--- config.mk ---
export PLATFORM = sky130hd
export DESIGN_NAME = fighter_action_sequencer
export DESIGN_NICKNAME = d
export VERILOG_FILES = /design/src/rtl/fighter_action_sequencer.sv
export SDC_FILE = /design/constraint.sdc
export NUM_CORES = 1
export LEC_CHECK = 0
export CAP_MARGIN = 20
export CORE_MARGIN = 4
export CORE_UTILIZATION = 59
export CTS_BUF_LIST = sky130_fd_sc_hd__clkbuf_8
export CTS_CLUSTER_SIZE = 25
export DETAILED_ROUTE_END_ITERATION = 7
export DONT_BUFFER_PORTS = 1
export PLACE_DENSITY_LB_ADDON = 0.15
export SYNTH_ARGS = -nofsm -noshare
export SYNTH_HDL_FRONTEND = slang
export SYNTH_SLANG_ARGS = --single-unit
--- constraint.sdc ---
create_clock -name clk_65mhz -period 1.9 [get_ports clk_65mhz]
set_clock_uncertainty 0.2 [all_clocks]
set_input_delay 0.19 -clock clk_65mhz [delete_from_list [all_inputs] [get_ports clk_65mhz]]
set_output_delay 0.19 -clock clk_65mhz [all_outputs]
set_load 0.01 [all_outputs]
--- src/rtl/fighter_action_sequencer.sv ---
// Per-player action conditioner: tick-based stability filters, an attack FSM with
// active/cooldown windows, and movement arbitration for NUM_PLAYERS channels.
module fighter_action_sequencer #(
  parameter int NUM_PLAYERS    = 2,
  parameter int STABLE_TICKS   = 3,
  parameter int ATTACK_TICKS   = 8,
  parameter int COOLDOWN_TICKS = 4
) (
  input  logic                   clk_65mhz,
  input  logic                   rst_n,
  input  logic                   tick,
  input  logic [NUM_PLAYERS-1:0] raw_punch,
  input  logic [NUM_PLAYERS-1:0] raw_kick,
  input  logic [NUM_PLAYERS-1:0] raw_fwd,
  input  logic [NUM_PLAYERS-1:0] raw_back,
  output logic [NUM_PLAYERS-1:0] attack_start,
  output logic [NUM_PLAYERS-1:0] attacking,
  output logic [NUM_PLAYERS-1:0] attack_is_kick,
  output logic [NUM_PLAYERS-1:0] move_fwd,
  output logic [NUM_PLAYERS-1:0] move_back,
  output logic                   any_busy
);

  localparam int FW    = $clog2(STABLE_TICKS + 1);
  localparam int MAX_T = (ATTACK_TICKS > COOLDOWN_TICKS) ? ATTACK_TICKS : COOLDOWN_TICKS;
  localparam int CW    = $clog2(MAX_T + 1);

  typedef enum logic [1:0] {
    IDLE     = 2'd0,
    ATTACK   = 2'd1,
    COOLDOWN = 2'd2
  } state_t;

  logic [NUM_PLAYERS-1:0] busy_s;

  for (genvar p = 0; p < NUM_PLAYERS; p++) begin : g_player
    // Filter slot order: 0 punch, 1 kick, 2 fwd, 3 back.
    logic [3:0]    raw_s;
    logic [3:0]    filt_r;
    logic [FW-1:0] fcnt_r [4];
    logic          prev_punch_r;
    logic          prev_kick_r;
    logic          punch_rise_s;
    logic          kick_rise_s;
    state_t        state_r;
    state_t        state_s;
    logic [CW-1:0] cnt_r;
    logic [CW-1:0] cnt_s;
    logic          start_r;
    logic          start_s;
    logic          kick_r;
    logic          kick_s;
    logic          attacking_s;

    assign raw_s        = {raw_back[p], raw_fwd[p], raw_kick[p], raw_punch[p]};
    assign punch_rise_s = filt_r[0] & ~prev_punch_r;
    assign kick_rise_s  = filt_r[1] & ~prev_kick_r;

    always_ff @(posedge clk_65mhz or negedge rst_n) begin
      if (!rst_n) begin
        filt_r <= 4'b0000;
        for (int f = 0; f < 4; f++) begin
          fcnt_r[f] <= {FW{1'b0}};
        end
      end else if (tick) begin
        for (int f = 0; f < 4; f++) begin
          if (raw_s[f] == filt_r[f]) begin
            fcnt_r[f] <= {FW{1'b0}};
          end else if (fcnt_r[f] == FW'(STABLE_TICKS - 1)) begin
            filt_r[f] <= raw_s[f];
            fcnt_r[f] <= {FW{1'b0}};
          end else begin
            fcnt_r[f] <= fcnt_r[f] + FW'(1);
          end
        end
      end
    end

    // Edges seen outside IDLE are dropped because the history register tracks every clock.
    always_comb begin
      state_s = state_r;
      cnt_s   = cnt_r;
      start_s = 1'b0;
      kick_s  = kick_r;
      case (state_r)
        IDLE: begin
          if (punch_rise_s || kick_rise_s) begin
            state_s = ATTACK;
            cnt_s   = {CW{1'b0}};
            start_s = 1'b1;
            kick_s  = ~punch_rise_s;
          end else begin
            state_s = IDLE;
          end
        end
        ATTACK: begin
          if (tick && (cnt_r == CW'(ATTACK_TICKS - 1))) begin
            state_s = COOLDOWN;
            cnt_s   = {CW{1'b0}};
          end else if (tick) begin
            cnt_s = cnt_r + CW'(1);
          end else begin
            cnt_s = cnt_r;
          end
        end
        COOLDOWN: begin
          if (tick && (cnt_r == CW'(COOLDOWN_TICKS - 1))) begin
            state_s = IDLE;
            cnt_s   = {CW{1'b0}};
          end else if (tick) begin
            cnt_s = cnt_r + CW'(1);
          end else begin
            cnt_s = cnt_r;
          end
        end
        default: begin
          state_s = IDLE;
          cnt_s   = {CW{1'b0}};
        end
      endcase
    end

    always_ff @(posedge clk_65mhz or negedge rst_n) begin
      if (!rst_n) begin
        state_r      <= IDLE;
        cnt_r        <= {CW{1'b0}};
        start_r      <= 1'b0;
        kick_r       <= 1'b0;
        prev_punch_r <= 1'b0;
        prev_kick_r  <= 1'b0;
      end else begin
        state_r      <= state_s;
        cnt_r        <= cnt_s;
        start_r      <= start_s;
        kick_r       <= kick_s;
        prev_punch_r <= filt_r[0];
        prev_kick_r  <= filt_r[1];
      end
    end

    assign attacking_s       = (state_r == ATTACK);
    assign attack_start[p]   = start_r;
    assign attacking[p]      = attacking_s;
    assign attack_is_kick[p] = kick_r;
    assign busy_s[p]         = (state_r != IDLE);
    assign move_fwd[p]       = filt_r[2] & ~filt_r[3] & ~attacking_s;
    assign move_back[p]      = filt_r[3] & ~filt_r[2] & ~attacking_s;
  end

  assign any_busy = |busy_s;

endmodule

# == Word-level counts from Yosys, hierarchy flattened ==
# Cells that the tools add are included.
# classes
bitwise_logic,32
reduce_logical,23
eq_ne,30
n_mux,38
addsub,10
# ops
operator,n
$mux 2,20
$mux 4,8
$pmux 4 s3,2
$reduce_and 3->1,8
$eq 2x2->1 const B,10
$not 1->1,20
$add 2x1->2 const B,8
$and 1x1->1,12
$pmux 2 s3,2
$add 4x1->4 const B,2
$eq 1x1->1,8
$eq 4x2->1 const B,2
$eq 4x3->1 const B,2
$ne 2x2->1 const B,4
$reduce_and 2->1,4
$mux 1,6
$eq 2x1->1 const B,2
$logic_and 1x1->1,4
$logic_not 2->1,2
$ne 2x1->1 const B,2
$reduce_bool 2->1,2
$logic_or 1x1->1,2
$reduce_or 2->1,1
# totals
input_bits,11
wordCells,161
register_bits,44
output_inout_bits,11

# == Longest topological paths before layout ==
# Gate-level depths: netlist of run 1.
# depth
word_depth,5
ltp_mapped,6
ltp_nobuf,6

# == Least setup slack after synthesis of run 1 ==
# OpenSTA, ideal clock, no wires.
# synth_timing
kind,register to register
from,register g_player[0].state_r[1]
to,register g_player[0].cnt_r[0]
setup_time_ns,0.125
path_stages_with_launch,7
path_slack_ns,0.092
path_buffers,0
t_arrival_ns,1.483
required_time_ns,1.575
synth_period_minus_slack_ns,1.808
cell_sequence,dfrtp_1 -> inv_1 -> ha_1 -> mux2i_2 -> a41oi_2 -> and3_1 -> mux2_2
# synth_via
elab_chain_cells,2
elab_cells_between_ends,5
classes_between,eq/ne (3); mux (1); reduce/logical (1)
# synth_lines
item,line_no,text
from (decl),45,state_t state_r;
from (signal assigned),132,state_r <= state_s;
$eq 2x1->1,--,
named net g_player[0].attacking_s,53,logic attacking_s;
$pmux 4 s3,85,case (state_r)
to (signal assigned),126,cnt_r <= {CW{1'b0}};
to (signal assigned),133,cnt_r <= cnt_s;
to (decl),47,logic [CW-1:0] cnt_r;
# The timed path passes the listed nets, and every way through them passes these cells.
# A chain may end at the register's enable or synchronous reset.

# == Final worst setup path of run 1 ==
# layout_timing
from,register g_player[1].state_r[1]
to,output move_fwd[1]
# layout_via
elab_chain_cells,3
# layout_lines
item,line_no,text
from (decl),45,
from (signal assigned),132,
$eq 2x1->1,141,assign attacking_s = (state_r == ATTACK);
$not 1->1,146,assign move_fwd[p] = filt_r[2] & ~filt_r[3] & ~attacking_s;
$and 1x1->1,146,
to (decl),19,"output logic [NUM_PLAYERS-1:0] move_fwd,"
# Every way passes these cells.

==> metrics.txt, run 1 <==
status completed; Hold Crit Class input pin to flop; Max Cap Viol 0; diodes inserted 0; DRC 0; vias in the first global route 1857; Period minus WS final 1.87 ns; Non-Filler Instances 300; CTS max path bufs 2; fin worst setup slack 0.0266 ns; Nets 271; Leak 1.29 nW; TritonRoute pass-1 iters 4; Design Power 4.16 mW; Iteration-0 DRC Markers 156; post-synth net total 239; setup violators final 0; M1 WL 1970 um; IO Count 22; initial core utilization 0.614; later-pin clock latency in the skew report 0.30 ns; WL/cell 16.1 um; All-Layer GR Usage 0.212; Worst Setup SP g_player[1].state_r[1]$_DFFE_PN0P_; power per cell area 1480 nW/um^2; peak supply drop 1.04 mV; pre-CTS WS -0.0312 ns; Async SR Flop Fraction 1.00; met3 wire length 184 um; CP Data Arrival Time 1.48 ns; via count 1750; Slew @ Worst Pin 0.395 ns; initial antenna violation count 0; most frequent cells in the layout dfrtp_1, dlygate4sd3_1, o21ai_0, mux2_2; clk sink count 44; grt total ovfl 0; min-delay src tick; Num CTS Buffers 5; num rows 22; H-Tree Depth 2; layout overhead on the synthesized area 24.9%; startpoint types flop; setup TNS 0 ns; Post-Place Cells 261; largest net degree at the start of global routing 45; number of port buffers 0; Worst Setup End Kind primary output; Total Routed Length 4830 um; Main synth FF type dfrtp_1; Root Buffer clkbuf_8; RSZ-0062 raised after global routing true; die height 69.7 um; Slew Viols, Final 0; detailed-route vias per instance 5.83; number of synthesized flops with an enable pin 0; Highest Signal Layer met4; Syn Inst Count 219; Final GP Congestion 0.834; sequential share of the synthesized area 0.490; final core utilization 0.767; crit path kind flop to primary output; Yosys warnings 0; Placeable Area 3660 sq um; Avg Cell Area, Syn 10.3 sq um; routed length on met2 2510 um; Mapped Area 2250 sq um; Max-Slew Margin vs Limit 0.736; first-pass GRT wire length 8260 um; Worst EP required 1.51 ns; Final period util 0.986; Yosys cell types 35; clock slew at reported path FFs 0.08 ns; most common cell after layout, fill and taps aside dfrtp_1; die area 4860 sq um; dpl hpwl 2900 um; #FFs+latches synth 44; layout cells sized above 1 0.198; FF-to-FF Start g_player[1].filt_r[2]$_DFFE_PN0P_; CTS tree yes; Die Width 69.7 um; post-route ant nets 0; maximum fanout along the worst path 5; Hold Vio Cnt, Final 0; max frequency 534 MHz
cell type report:
class / count / area (sq um)
multi-input combinational: 146 / 1100
sequential: 44 / 1100
tap: 48 / 60.1
clock inverter: 3 / 42.5
timing repair buffer: 36 / 363
fill: 233 / 853
inverter: 18 / 67.6
clock buffer: 5 / 68.8
registers in the layout, indices dropped and copies added (netlist names):
register               flops
g_player.start_r           2
g_player.state_r           4
g_player.fcnt_r           16
g_player.kick_r            2
g_player.prev_kick_r       2
g_player.cnt_r             8
g_player.filt_r            8
g_player.prev_punch_r      2
timing repair:
item / in CTS / in global routing
endpoints found under the setup margin: 4 / 12
endpoints found under the hold margin: 71 / 0
hold buffers: 30 / 0
setup buffers: 1 / 0
pin swaps: 0 / 0
gates resized for setup: 5 / 13
metrics by stage:
stage                     area [sq um]  hold WS [ns]
after global placement            2280        -0.305
after global routing              2810       0.00432
final                             2810        0.0131
after CTS                         2730       0.00101
after floorplan                   2250        -0.306
after detailed placement          2280        -0.304
per-layer routing:
layer / track usage / vias up
li1: - / 823
met1: 0.244 / 862
met2: 0.361 / 49
met3: 0.0565 / 16
met4: 0.109 / 0
met5: 0 / -
synthesized netlist by cell type (7+ instances only):
library cell / instances / share of area
nor3_1: 7 / 0.016
nand2_1: 12 / 0.020
ha_1: 9 / 0.050
nor2_1: 16 / 0.027
dfrtp_1: 44 / 0.49
nand3_1: 12 / 0.027
a21oi_1: 7 / 0.016
xnor2_1: 7 / 0.027
inv_1: 18 / 0.030
o21ai_0: 18 / 0.040
mux2_2: 17 / 0.085
report_power, final:
part / switching [mW] / internal (mW)
sequential: 0.363 / 1.29
combinational: 0.814 / 0.980
clock: 0.324 / 0.389
total: 1.50 / 2.66
path summary, 6_finish.rpt:
| check | endpoint | slack [ns] | cells past startpoint |
|---|---|---|---|
| min in group asynchronous | g_player[0].filt_r[0]$_DFFE_PN0P_ | 0.20 | 2 |
| hold / removal | g_player[1].cnt_r[1]$_DFFE_PN0P_ | 0.01 | 2 |
| max in group asynchronous | g_player[0].state_r[0]$_DFFE_PN0P_ | 1.08 | 2 |
| setup reg to reg | g_player[1].fcnt_r[2]$_DFFE_PN0P_ | 0.04 | 4 |
| setup / recovery | move_fwd[1] | 0.03 | 4 |
| hold reg to reg | g_player[1].prev_kick_r$_DFF_PN0_ | 0.25 | 0 |
critical path: stages (launching register included):
cell and delay, ns:
dfrtp_1 0.38, inv_1 0.07, ha_1 0.22, buf_4 0.16
nor3b_1 0.35
logic make-up after synthesis:
family          after synthesis  synth area share
xor+xnor                      8            0.0312
flops                        44             0.490
mux                          19            0.0957
fa+ha+maj                     9            0.0501
buf+inv                      29            0.0607
simple gates                 70             0.159
compound gates               40             0.114
No activity file was read; power rests on OpenSTA's default activity.
==> inputs of run 2 (changes only) <==
--- a/config.mk
+++ b/config.mk
@@ -13,6 +13,7 @@
 export DETAILED_ROUTE_END_ITERATION = 7
 export DONT_BUFFER_PORTS = 1
 export PLACE_DENSITY_LB_ADDON = 0.15
+export RECOVER_POWER = 50
 export SYNTH_ARGS = -nofsm -noshare
 export SYNTH_HDL_FRONTEND = slang
 export SYNTH_SLANG_ARGS = --single-unit
==> run 2 against run 1 <==
  * Cell count did not move
  * Sequential share of layout area rose by 0.32 points
  * Critical path depth did not move
  * First-iteration DRC count rose by 10%
  * Critical endpoint unchanged
  * Largest cell class unchanged
  * Highest routed layer unchanged
==> metrics.txt, run 2 (same netlist as run 1, synthesis figures left out) <==
H-Tree Depth 2 (unchanged); Cell Chain, Critical Path inv_1 -> ha_1 -> buf_4 -> nor3b_1 (unchanged); dpl hpwl 2900 um (unchanged); CTS max path bufs 2 (unchanged); Max Cap Viol 0 (unchanged); CP max-delay cell dfrtp_1 (unchanged); startpoint types flop (unchanged); first-pass GRT wire length 8260 um (unchanged); All-Layer GR Usage 0.212 (unchanged); Max-Slew Margin vs Limit 0.284 (was 0.736); IO Count 22 (unchanged); Crit path largest cell delay 0.38 ns (about the same); die height 69.7 um (unchanged); crit path kind flop to primary output (unchanged); Worst Setup End Kind primary output (unchanged); Design Power 4.15 mW (was 4.16 mW); initial core utilization 0.614 (unchanged); layout cells sized above 1 0.198 (unchanged); status completed (unchanged); Final Cell Area 2790 sq um (was 2810 sq um); maximum fanout along the worst path 5 (unchanged); setup TNS 0 ns (unchanged); number of port buffers 0 (unchanged); later-pin clock latency in the skew report 0.30 ns (about the same); diodes inserted 0 (unchanged); num rows 22 (unchanged); Num CTS Buffers 5 (unchanged); post-route ant nets 0 (unchanged); TritonRoute pass-1 iters 4 (unchanged); via count 1752 (was 1750); Nets 271 (unchanged); Final period util 0.986 (about the same); Placeable Area 3660 sq um (unchanged); Leak 1.28 nW (was 1.29 nW); final core utilization 0.761 (was 0.767); Worst EP required 1.51 ns (about the same); max frequency 534 MHz (about the same); Reg with most FFs g_player.fcnt_r (unchanged); peak supply drop 1.04 mV (about the same); Area after DPL 2280 sq um (unchanged); DRC 0 (unchanged); die area 4860 sq um (unchanged); RSZ-0062 raised after global routing true (unchanged); Slew @ Worst Pin 1.07 ns (was 0.395 ns); Non-Filler Instances 300 (unchanged); CTS tree yes (unchanged); power per cell area 1490 nW/um^2 (was 1480 nW/um^2); clk sink count 44 (unchanged); most frequent cells in the layout dfrtp_1, dlygate4sd3_1, o21ai_0, mux2_2 (unchanged); pre-CTS WS -0.0312 ns (unchanged); fin worst setup slack 0.0273 ns (was 0.0266 ns); Slew Viols, Final 0 (unchanged); setup violators final 0 (unchanged); largest net degree at the start of global routing 45 (unchanged); Hold Crit Class input pin to flop (unchanged); Period minus WS final 1.87 ns (about the same); Final GP Congestion 0.834 (unchanged); largest registers g_player.fcnt_r: 16 flops, g_player.cnt_r: 8 flops, g_player.filt_r: 8 flops (unchanged); clock slew at reported path FFs 0.08 ns (about the same); number of flip-flops in the largest register 16 (unchanged); most common cell after layout, fill and taps aside dfrtp_1 (unchanged); Hold Vio Cnt, Final 0 (unchanged); detailed-route vias per instance 5.84 (was 5.83); CP Data Arrival Time 1.48 ns (about the same); final hold slack 0.0139 ns (was 0.0131 ns); Die Width 69.7 um (unchanged); Iteration-0 DRC Markers 172 (was 156); Root Buffer clkbuf_8 (unchanged); vias in the first global route 1857 (unchanged); WL/cell 16.1 um (about the same); layout overhead on the synthesized area 23.9% (was 24.9%); Post-Place Cells 261 (unchanged); grt total ovfl 0 (unchanged); Total Routed Length 4820 um (was 4830 um); initial antenna violation count 0 (unchanged)
==> run 2: critical path, delay by kind of cell, from the launching register on <==
| family | cells | cell delay (ns) |
|---|---|---|
| and+or+nand+nor | 1 | 0.35 |
| DFF | 1 | 0.38 |
| adders and majority gates | 1 | 0.22 |
| buffers and inverters | 2 | 0.23 |
==> run 2: layout make-up <==
class / count / area (sq um)
clock buffer: 5 / 68.8
clock inverter: 3 / 42.5
fill: 235 / 876
inverter: 18 / 67.6
multi-input combinational: 146 / 1100
sequential: 44 / 1100
tap: 48 / 60.1
timing repair buffer: 36 / 340
==> run 2: final timing paths <==
kind	endpoint	cells after the start	from	slack, ns
min reg2reg	g_player[1].prev_kick_r$_DFF_PN0_	0	g_player[1].filt_r[1]$_DFFE_PN0P_	0.25
max reg2reg	g_player[1].fcnt_r[2]$_DFFE_PN0P_	4	g_player[1].filt_r[2]$_DFFE_PN0P_	0.04
max	move_fwd[1]	4	g_player[1].state_r[1]$_DFFE_PN0P_	0.03
min in group asynchronous	g_player[0].filt_r[0]$_DFFE_PN0P_	2	rst_n	0.45
min	g_player[1].cnt_r[1]$_DFFE_PN0P_	2	tick	0.01
max in group asynchronous	g_player[0].state_r[0]$_DFFE_PN0P_	2	rst_n	0.33
==> run 2: power by group <==
group / internal [mW] / total (mW) / switching, mW
combinational: 0.974 / 1.79 / 0.813
sequential: 1.29 / 1.66 / 0.363
clock: 0.389 / 0.712 / 0.323
==> run 2: layer usage <==
| metal | global-route usage | wire [um] | up-vias |
|---|---|---|---|
| met5 | 0 | 0 | - |
| met4 | 0.109 | 174 | 0 |
| met3 | 0.0565 | 201 | 20 |
| met2 | 0.361 | 2520 | 51 |
| met1 | 0.244 | 1920 | 859 |
| li1 | - | - | 822 |
==> run 2: repair_timing <==
action / in CTS / in global routing
gates resized for setup: 5 / 13
hold endpoints to repair: 71 / 0
buffers inserted: 1 / 0
setup endpoints to repair: 4 / 12
hold buffers: 30 / 0
==> inputs of run 3 (changes only) <==
--- a/config.mk
+++ b/config.mk
@@ -9,6 +9,7 @@
 export CORE_MARGIN = 4
 export CORE_UTILIZATION = 59
 export CTS_BUF_LIST = sky130_fd_sc_hd__clkbuf_8
+export CTS_CLUSTER_DIAMETER = 60
 export CTS_CLUSTER_SIZE = 25
 export DETAILED_ROUTE_END_ITERATION = 7
 export DONT_BUFFER_PORTS = 1
==> results of run 3 <==
The final DEF is identical to that of run 2; final timing and power are the same.
